### src/rtl/clic_pkg.sv
`default_nettype none
// ============================================================================
//  Module      : clic_pkg
//  Description : Shared types, constants and the CSR read-modify-write helper
//                for the n_clic_ext interrupt controller.
//                  csr_op_t  - CSRRW/S/C and their immediate forms
//                  entry_t   - per-vector control entry (pended at the LSB)
//                  stack_t   - one EPC/threshold stack frame
//                  status_t  - read-only status CSR layout
//  Revision    : 1.0 - initial release
// ============================================================================
package clic_pkg;

  localparam int unsigned PRIO_LEVELS = 8;
  localparam int unsigned PRIO_WIDTH  = $clog2(PRIO_LEVELS);
  localparam int unsigned IMEM_AW     = 16;
  localparam int unsigned VEC_W       = IMEM_AW - 2;

  // A PC of all ones from the core means "return from interrupt".
  localparam logic [IMEM_AW-1:0] RetAddr = '1;

  typedef enum logic [2:0] {
    CSR_RW  = 3'b001,
    CSR_RS  = 3'b010,
    CSR_RC  = 3'b011,
    CSR_RWI = 3'b101,
    CSR_RSI = 3'b110,
    CSR_RCI = 3'b111
  } csr_op_t;

  // Packed MSB first, so pended lands at bit 0 of the CSR image.
  typedef struct packed {
    logic [PRIO_WIDTH-1:0] prio;
    logic                  trig;     // 0 = level, 1 = edge
    logic                  enabled;
    logic                  pended;
  } entry_t;

  localparam int unsigned ENTRY_W = $bits(entry_t);

  typedef struct packed {
    logic [IMEM_AW-1:0]    addr;
    logic [PRIO_WIDTH-1:0] prio;
  } stack_t;

  typedef struct packed {
    logic [21:0] rsvd;
    logic        udf;
    logic        ovf;
    logic [7:0]  level;
  } status_t;

  // New CSR value for a read-modify-write op; bit 2 of the op selects the
  // zero-extended 5-bit immediate as the source operand.
  function automatic logic [31:0] csr_apply(input csr_op_t     op,
                                            input logic [31:0] old_val,
                                            input logic [31:0] rs1_val,
                                            input logic [4:0]  zimm);
    logic [2:0]  op_bits;
    logic [31:0] src;
    op_bits = op;
    src     = op_bits[2] ? {27'b0, zimm} : rs1_val;
    case (op_bits[1:0])
      2'b01:   csr_apply = src;
      2'b10:   csr_apply = old_val | src;
      2'b11:   csr_apply = old_val & ~src;
      default: csr_apply = old_val;
    endcase
  endfunction

endpackage
`default_nettype wire

### src/rtl/clic_arbiter.sv
`default_nettype none
// ============================================================================
//  Module      : clic_arbiter
//  Description : Purely combinational winner selection over the registered
//                interrupt entries. A candidate qualifies when it is enabled,
//                pended and its priority is strictly above the threshold.
//                Highest priority wins; ties go to the lowest index.
//  Ports       : entries_i  - all vector entries
//                thresh_i   - current interrupt threshold
//                is_int_o   - some candidate qualifies
//                win_idx_o  - index of the winner (0 when none)
//                win_prio_o - priority of the winner (0 when none)
//  Revision    : 1.0 - initial release
// ============================================================================
module clic_arbiter
  import clic_pkg::*;
#(
  parameter int unsigned VecSize = 16,
  parameter int unsigned IdxW    = (VecSize > 1) ? $clog2(VecSize) : 1
) (
  input  entry_t [VecSize-1:0]  entries_i,
  input  logic [PRIO_WIDTH-1:0] thresh_i,
  output logic                  is_int_o,
  output logic [IdxW-1:0]       win_idx_o,
  output logic [PRIO_WIDTH-1:0] win_prio_o
);

  always_comb begin
    is_int_o   = 1'b0;
    win_idx_o  = '0;
    win_prio_o = '0;
    // Ascending scan with a strict '>' keeps the lowest index on a tie.
    for (int k = 0; k < VecSize; k++) begin
      if (entries_i[k].enabled && entries_i[k].pended &&
          (entries_i[k].prio > thresh_i) &&
          (!is_int_o || (entries_i[k].prio > win_prio_o))) begin
        is_int_o   = 1'b1;
        win_idx_o  = IdxW'(k);
        win_prio_o = entries_i[k].prio;
      end
    end
  end

endmodule
`default_nettype wire

### src/rtl/n_clic_ext.sv
`default_nettype none
// ============================================================================
//  Module      : n_clic_ext
//  Description : Core-local interrupt controller with per-vector level/edge
//                triggering, hardware pend-clear on take, nesting through an
//                EPC/threshold stack, tail-chaining on return and sticky stack
//                overflow/underflow flags.
//  Ports       : clk, reset         - clock, synchronous active-high reset
//                csr_enable         - CSR instruction valid
//                csr_addr           - CSR address
//                rs1_zimm, rs1_data - immediate / register source operand
//                csr_op             - CSR read-modify-write operation
//                irq_in             - interrupt lines, synchronous to clk
//                pc_in              - next PC from core (all ones = return)
//                pc_out             - redirected PC
//                out                - combinational CSR read data
//  Revision    : 1.0 - initial release
// ============================================================================
module n_clic_ext
  import clic_pkg::*;
#(
  parameter int unsigned VecSize        = 16,
  parameter int unsigned StackDepth     = 8,
  parameter logic [11:0] VecCsrBase     = 12'hb00,
  parameter logic [11:0] EntryCsrBase   = 12'hb20,
  parameter logic [11:0] MIntThreshAddr = 12'h347,
  parameter logic [11:0] StatusAddr     = 12'h350
) (
  input  logic               clk,
  input  logic               reset,
  input  logic               csr_enable,
  input  logic [11:0]        csr_addr,
  input  logic [4:0]         rs1_zimm,
  input  logic [31:0]        rs1_data,
  input  csr_op_t            csr_op,
  input  logic [VecSize-1:0] irq_in,
  input  logic [IMEM_AW-1:0] pc_in,
  output logic [IMEM_AW-1:0] pc_out,
  output logic [31:0]        out
);

  localparam int unsigned IDX_W = (VecSize > 1) ? $clog2(VecSize) : 1;
  localparam int unsigned LVL_W = $clog2(StackDepth + 1);
  localparam int unsigned PTR_W = (StackDepth > 1) ? $clog2(StackDepth) : 1;
  localparam logic [LVL_W-1:0] LVL_FULL = LVL_W'(StackDepth);
  localparam logic [LVL_W-1:0] LVL_ONE  = LVL_W'(1);

  // --------------------------------------------------------------------------
  // State
  // --------------------------------------------------------------------------
  entry_t [VecSize-1:0]            entry_q, entry_d;
  logic   [VecSize-1:0][VEC_W-1:0] vec_q, vec_d;
  logic   [VecSize-1:0]            irq_dly_q;
  logic   [PRIO_WIDTH-1:0]         thresh_q, thresh_d;
  logic   [LVL_W-1:0]              sp_q, sp_d;
  logic                            ovf_q, ovf_d;
  logic                            udf_q, udf_d;
  stack_t                          stack_q [StackDepth];

  // --------------------------------------------------------------------------
  // Arbitration and per-cycle decision
  // --------------------------------------------------------------------------
  logic                  is_int;
  logic [IDX_W-1:0]      win_idx;
  logic [PRIO_WIDTH-1:0] win_prio;

  clic_arbiter #(
    .VecSize (VecSize),
    .IdxW    (IDX_W)
  ) u_arbiter (
    .entries_i  (entry_q),
    .thresh_i   (thresh_q),
    .is_int_o   (is_int),
    .win_idx_o  (win_idx),
    .win_prio_o (win_prio)
  );

  logic   is_ret, do_tail, do_take, do_rtn;
  logic   stk_full, stk_empty, clr_en;
  stack_t stk_top;

  assign is_ret    = (pc_in == RetAddr);
  // Reset suppresses every decision so a reset mid-nesting never redirects.
  assign do_tail   = !reset &&  is_ret &&  is_int;
  assign do_take   = !reset && !is_ret &&  is_int;
  assign do_rtn    = !reset &&  is_ret && !is_int;
  assign stk_full  = (sp_q == LVL_FULL);
  assign stk_empty = (sp_q == '0);
  assign stk_top   = stack_q[PTR_W'(sp_q - LVL_ONE)];
  // Only edge-mode winners lose their pend; level sources stay pended.
  assign clr_en    = (do_tail || do_take) && entry_q[win_idx].trig;

  always_comb begin
    pc_out = pc_in;
    if (do_tail || do_take) begin
      pc_out = {vec_q[win_idx], 2'b00};
    end else if (do_rtn) begin
      pc_out = stk_empty ? '0 : stk_top.addr;
    end
  end

  // --------------------------------------------------------------------------
  // Vector and entry next state. Pended precedence: hardware set, then
  // take-clear, then the CSR write (applied first so later lines override).
  // --------------------------------------------------------------------------
  logic [VecSize-1:0] hw_set;

  always_comb begin
    entry_d = entry_q;
    vec_d   = vec_q;
    hw_set  = '0;
    for (int k = 0; k < VecSize; k++) begin
      if (csr_enable && (csr_addr == VecCsrBase + 12'(k))) begin
        vec_d[k] = VEC_W'(csr_apply(csr_op, 32'(vec_q[k]), rs1_data, rs1_zimm));
      end
      if (csr_enable && (csr_addr == EntryCsrBase + 12'(k))) begin
        entry_d[k] = entry_t'(ENTRY_W'(csr_apply(csr_op, 32'(entry_q[k]),
                                                 rs1_data, rs1_zimm)));
      end
      hw_set[k] = entry_q[k].trig ? (irq_in[k] & ~irq_dly_q[k]) : irq_in[k];
      if (hw_set[k]) begin
        entry_d[k].pended = 1'b1;
      end else if (clr_en && (win_idx == IDX_W'(k))) begin
        entry_d[k].pended = 1'b0;
      end
    end
  end

  // --------------------------------------------------------------------------
  // Threshold, stack pointer and sticky flags
  // --------------------------------------------------------------------------
  always_comb begin
    thresh_d = thresh_q;
    sp_d     = sp_q;
    ovf_d    = ovf_q;
    udf_d    = udf_q;
    if (do_take) begin
      thresh_d = win_prio;
      if (stk_full) begin
        ovf_d = 1'b1;
      end else begin
        sp_d = sp_q + LVL_ONE;
      end
    end else if (do_rtn) begin
      if (stk_empty) begin
        udf_d    = 1'b1;
        thresh_d = '0;
      end else begin
        sp_d     = sp_q - LVL_ONE;
        thresh_d = stk_top.prio;
      end
    end else if (!do_tail && csr_enable && (csr_addr == MIntThreshAddr)) begin
      // Software may only move the threshold when hardware is not.
      thresh_d = PRIO_WIDTH'(csr_apply(csr_op, 32'(thresh_q), rs1_data, rs1_zimm));
    end
  end

  always_ff @(posedge clk) begin
    if (reset) begin
      entry_q   <= '0;
      vec_q     <= '0;
      irq_dly_q <= '0;
      thresh_q  <= '0;
      sp_q      <= '0;
      ovf_q     <= 1'b0;
      udf_q     <= 1'b0;
    end else begin
      entry_q   <= entry_d;
      vec_q     <= vec_d;
      irq_dly_q <= irq_in;
      thresh_q  <= thresh_d;
      sp_q      <= sp_d;
      ovf_q     <= ovf_d;
      udf_q     <= udf_d;
    end
  end

  // Stack contents need no reset: the level counter defines what is valid.
  always_ff @(posedge clk) begin
    if (do_take && !stk_full) begin
      stack_q[PTR_W'(sp_q)] <= '{addr: pc_in, prio: thresh_q};
    end
  end

  // --------------------------------------------------------------------------
  // CSR read mux
  // --------------------------------------------------------------------------
  status_t status;

  always_comb begin
    status       = '0;
    status.level = 8'(sp_q);
    status.ovf   = ovf_q;
    status.udf   = udf_q;

    out = '0;
    if (csr_addr == MIntThreshAddr) begin
      out = 32'(thresh_q);
    end else if (csr_addr == StatusAddr) begin
      out = status;
    end
    for (int k = 0; k < VecSize; k++) begin
      if (csr_addr == VecCsrBase + 12'(k)) begin
        out = 32'(vec_q[k]);
      end
      if (csr_addr == EntryCsrBase + 12'(k)) begin
        out = 32'(entry_q[k]);
      end
    end
  end

endmodule
`default_nettype wire
### config.mk
export PLATFORM = sky130hd
export DESIGN_NAME = n_clic_ext
export DESIGN_NICKNAME = d
export VERILOG_FILES = /design/src/rtl/clic_pkg.sv /design/src/rtl/clic_arbiter.sv /design/src/rtl/n_clic_ext.sv
export SDC_FILE = /design/constraint.sdc
export NUM_CORES = 1
export LEC_CHECK = 0
export CORE_MARGIN = 3
export CORE_UTILIZATION = 30
export DETAILED_ROUTE_END_ITERATION = 16
export SYNTH_ARGS = -nofsm -noshare
export SYNTH_HDL_FRONTEND = slang
export SYNTH_SLANG_ARGS = --single-unit
### constraint.sdc
create_clock -name clk -period 66 [get_ports clk]
set_input_delay 13.2 -clock clk [delete_from_list [all_inputs] [get_ports clk]]
set_output_delay 13.2 -clock clk [all_outputs]
set_load 0.1 [all_outputs]
# == After elaboration in Yosys (flattened, before gate mapping) ==
# Memory sizes are Yosys's and may differ from the RTL's.
# Index checks and enable logic that the tools add are counted.
# word_totals
wordCells,702
reg_bits,345
output_inout_bits,48
ram_bits,152
memories,1
# op_classes
muxes,196
bitwise_logic,100
magnitude_cmp,32
eq_ne,56
addsub,2
n_reduce_logical,230
# mem_list
name,words,width,rd,rd_ports_with_merged_regs,write_ports,line_no,source
stack_q,8,19,1,0,1,n_clic_ext.sv:58,stack_t stack_q [StackDepth];
# ops
operator,count
two-way mux 32 bit,32
one-hot mux 14 bit (3 select lines),16
equality test 12 bit (second input constant),32
one-hot mux 6 bit (3 select lines),16
AND 14 bit,16
bitwise OR 14 bit,16
logical AND 1 bit,104
AND reduction 2 bit,50
AND 6 bit,16
bitwise OR 6 bit,16
> comparator 3 bit,31
nonzero test 5 bit,17
two-way mux 1 bit,83
two-way mux 3 bit,25
binary-select mux 14 bit (select 4 bit),1
nonzero test 3 bit,18
two-way mux 16 bit,3
two-way mux 4 bit,12
equality test 4 bit (second input constant),9
two-way mux 14 bit,2
binary-select mux 6 bit (select 4 bit),1
equality test 12 x 10 -> 1 bit (second input constant),2
logical NOT 1 bit,20
two-way mux 10 bit,2
other kinds (21),76

# == Longest topological paths before layout ==
# logic_depth
word_depth,70
ltp_mapped,140

# == By module ==
# Synthesis repeated with hierarchy kept, for this count alone.
# unflattened
hier_cells,2991
area_unflattened_um2,28413.5
# modules_own_cells
mod,area_per_inst_um2,instances,cells_per_inst
n_clic_ext,25116.6,1,2543
clic_arbiter,3296.9,1,448

# == Least setup slack after synthesis ==
# No wires, ideal clock.
# synth_timing
path_type,reg-to-output
start,register thresh_q[1]
end,output port pc_out[3]
arrival_ns,23.404
stages_incl_launch_ff,125
setup_slack_ns,29.396
t_required_ns,52.800
path_cell_list,dfxtp_1 > inv_1 > ha_1 > nor2b_1 > o311a_4 > nand3_1 > ha_1 > a211oi_1 > o211ai_2 > and2_1 > o21ai_0 > inv_1 > ha_1 > nor2b_1 > o21a_1 > o21ai_1 > a21oi_4 > mux2i_1 > (+89 left out) > o21ai_0 > clkbuf_1 > nand2_1 > o22ai_1 > ha_1 > a21o_1 > a21oi_1 > a31oi_1 > o21ba_2 > buf_2 > nor2_1 > nand3_1 > or3_1 > clkbuf_1 > or2_1 > o22ai_1 > nor2_1 > a32oi_1
# synth_between
elab_chain_cells,67
# synth_rtl
item,line_no,source
start: declaration,n_clic_ext.sv:54,"logic [PRIO_WIDTH-1:0] thresh_q, thresh_d;"
start signal: assignment,n_clic_ext.sv:171,thresh_q <= thresh_d;
branches (longest 66 deep; another with > comparator 3 bit),-,
two-way mux 16 bit (*),n_clic_ext.sv:95,if (do_tail || do_take) begin
end: declaration,n_clic_ext.sv:38,"output logic [IMEM_AW-1:0] pc_out,"
# Mark *: on every way between the ends. The select of a mux whose other input is x is not followed.

# == Worst setup path after layout ==
# layout_timing
start,register thresh_q[1]
end,output port pc_out[6]
# Same word-level chain as after synthesis.

==> summary.md <==
| Metric | Value |
|---|---|
| Status | `complete, no violations` |
| Clk slew on worst S/H paths | `70 ps` |
| Crit path launch type | `flop` |
| Core Region | `89060 sq um` |
| Setup violations, final | `0` |
| Final RePlAce weighted congestion | `0.9431` |
| Die area | `94110 sq um` |
| Layout cells sized above 1 | `11.65%` |
| Hold Path End | `entry_q[21]` |
| Min Tclk post-route | `around 42000 ps` |
| CTS Hold Bufs | `0` |
| Maximum vdd drop | `21.58 uV` |
| Reg2reg end | `entry_q[66]` |
| CP max FO | `27` |
| Share of the synthesized area in the top cell type | `between 20 and 30%` |
| Arrival time worst endpoint | `just under 30000 ps` |
| Cell taking the most area after synthesis | `dfxtp_1` |
| Worst path max stage delay | `1240 ps` |
| Final Cycle Share | `63.89%` |
| Buffers on Ports | `approximately 100` |
| Via count | `25342` |
| R2R setup slack | `39350 ps` |
| CP Class | `flop to output pin` |
| Initial Util | `30.47%` |
| Fmax | `23.71 MHz` |
| Gates resized, CTS repair | `0` |
| Detailed-route DRC error count | `0` |
| Avg Inst Size Synth | `9.098 sq um` |
| Final WL | `between 100 and 150 mm` |
| Worst slack, placed | `approximately 25000 ps` |
| Hold Crit Class | `flop to flop` |
| Clk_lat worst skew | `630 ps` |
| Wirelength per Cell | `25.01 microns` |
| Setup_tns | `0 ps` |
| Crit. End Element | `output pin` |
| Top Ports | `roughly 140` |
| Hold path cells | `2` |
| Number of flops mapped to enable cells by yosys | `152` |
| Synthesis-to-layout area growth | `15.09%` |
| Layout Nets | `3172` |
| Row count | `109` |
| Num CTS Buffers | `51` |
| Diode count | `0` |
| Total grt overflow | `0` |
| CTS root buf | `clkbuf_16` |
| Vias/cell | `6.028` |
| Gate Count Post-Synth | `roughly 3000` |
| Post-CTS setup repair buffer count | `0` |
| Yosys warning count | `0` |
| Pwr per Cell Area | `~22 nW/um^2` |
| Detail Placement HPWL | `71.29 mm` |
| Mapped Area | `~27000 sq um` |
| Die W | `between 300 and 400 microns` |
| Most frequent cell after synthesis | `a21oi_1` |
| CTS tree | `yes` |
| Iter 0 DRT Violations | `just under 4000` |
| Fin worst setup slack | `about 24000 ps` |
| RSZ-0062 raised after global routing | `no` |
| Overall Global Routing Usage | `21.50%` |
| Number of synthesized register bits | `497` |
| Max-cap violations | `0` |
| Initial antenna violation count | `2` |
| Antenna-violating nets left | `0` |
| Worst r2r path cells | `119` |
| CTS Buffer Depth | `3` |
| Max-slew violation count | `0` |
| Vias in the first global route | `about 24000` |
| Final hold vios | `0` |
| Synth cell count leaders | `393 x a21oi_1, 345 x dfxtp_1, 345 x nand2_1` |
| Clock skew | `34.34 ps` |
| Largest net degree at the start of global routing | `94` |
| Main synth FF type | `dfxtp_1` |
| Seq/Total Area, Yosys | `approximately 42%` |
| Netlist cell types | `110` |
| Worst EP required | `between 50000 and 60000 ps` |
| Synth area leaders | `dfxtp_1 25%, edfxtp_1 17%, a21oi_1 7.2%, nand2_1 4.8%, a211oi_1 4.7%` |
| Async S/R FF share, synth | `0%` |
| Worst reg2reg startpoint | `thresh_q[1]` |
| Worst Min Path Start | `entry_q[21]` |
| H-tree Lvls | `2` |
| First-pass GRT wire length | `155.8 mm` |
| Most frequent CP cell | `ha_1` |
| Initial DRT Pass Iterations | `7` |
| Die Ht | `slightly above 300 microns` |
| CTS sink cnt | `approximately 500` |
| CP max stage cell | `clkdlybuf4s50_1` |
| Worst slew pin tran | `1299 ps` |
| Relative slew slack | `12.82%` |
| P_leak | `slightly above 0.01 uW` |
[flip-flops by register name, summed over array words and instances, names as in the netlist]
| signal | cells |
|---|---|
| irq_dly_q | 16 |
| udf_q | 1 |
| sp_q | 4 |
| thresh_q | 3 |
| entry_q | 96 |
| vec_q | 224 |
| ovf_q | 1 |
| stack_q | 152 |
[layer usage]
metal,vias up,wire [microns],GRT usage [%]
li1,11349,-,-
met1,12231,43670,29.34
met2,1494,45730,32.56
met3,266,10270,4.339
met4,2,5448,10.39
met5,-,12,0
[report_power, final]
group | switching, uW | leakage, uW | total [uW] | internal (uW)
Sequential | 1.03 | 0.00414 | 316 | 315
Clock | 132 | 0.000892 | 314 | 183
Combinational | 35.9 | 0.00503 | 45.4 | 9.54
[how the worst max path moves through the flow]
stage,from,end,slack (ps),cells past startpoint
final,thresh_q[1],pc_out[6],23830,121
after global routing,thresh_q[2],pc_out[4],21590,124
after CTS,thresh_q[1],pc_out[6],24140,121
after detailed placement,thresh_q[1],pc_out[6],24900,121
after global placement,thresh_q[1],pc_out[6],25130,121
after floorplan,thresh_q[1],pc_out[3],29400,124
[cell families after synthesis]
group / count (synthesis) / synth area share (%)
other cells: 1 / 0.01382
fa+ha+maj: 90 / 4.140
buf+inv: 298 / 4.624
compound gates: 1191 / 28.69
flops: 497 / 42.27
xor+xnor: 5 / 0.1613
mux: 150 / 7.625
simple gates: 751 / 12.48
[layout by cell type, fill, tap and decap left out, drive strengths merged, types with 15 or more instances in the layout]
cell type / count
a32oi: 18
mux4: 40
a222oi: 27
nand2: 345
buf: 95
a22o: 15
a22oi: 38
nor4: 18
a221oi: 48
mux2i: 65
conb: 18
nor3: 53
mux2: 45
nand3: 48
nor2b: 54
edfxtp: 152
dfxtp: 345
and2: 18
a21oi: 396
nor2: 154
ha: 89
o21a: 20
a31oi: 47
clkdlybuf4s50: 97
a211oi: 182
o22ai: 19
inv: 55
clkbuf: 63
o21ai: 259
a21boi: 19
[worst max-delay path, delay by kind of cell, from the launching register on]
kind	cells	cell delay, ps
AND/OR/NAND/NOR	34	6990
buffers and inverters	8	2030
multiplexers	3	1250
AO/OA/AOI/OAI	59	12750
flip-flops	1	600
adder cells (fa/ha/maj)	17	4640
[stage by stage]
step                      cell area, sq um  std cells  power (uW)  hold slack, ps  util [%]
after floorplan                      27200       3000       348.1           437.6         -
after global placement               29430       4108       367.3           457.2     33.05
after detailed placement             29430       4108       367.2           465.7     33.05
after CTS                            31240       4204       677.2           472.2     35.07
after global routing                 31240       4204       692.2           499.4     35.07
final                                31240       4204       676.1           483.0     35.07
[cell type report]
cell class / instances / area, sq um
Inverter: 49 / 183.9
Tap cell: 1165 / 1458
Sequential cell: 497 / 11470
Timing Repair Buffer: 192 / 1692
Clock buffer: 63 / 1393
Multi-Input combinational cell: 2205 / 14620
Clock inverter: 33 / 414.1
Fill cell: 9012 / 57820
No activity file was read; power rests on OpenSTA's default activity.
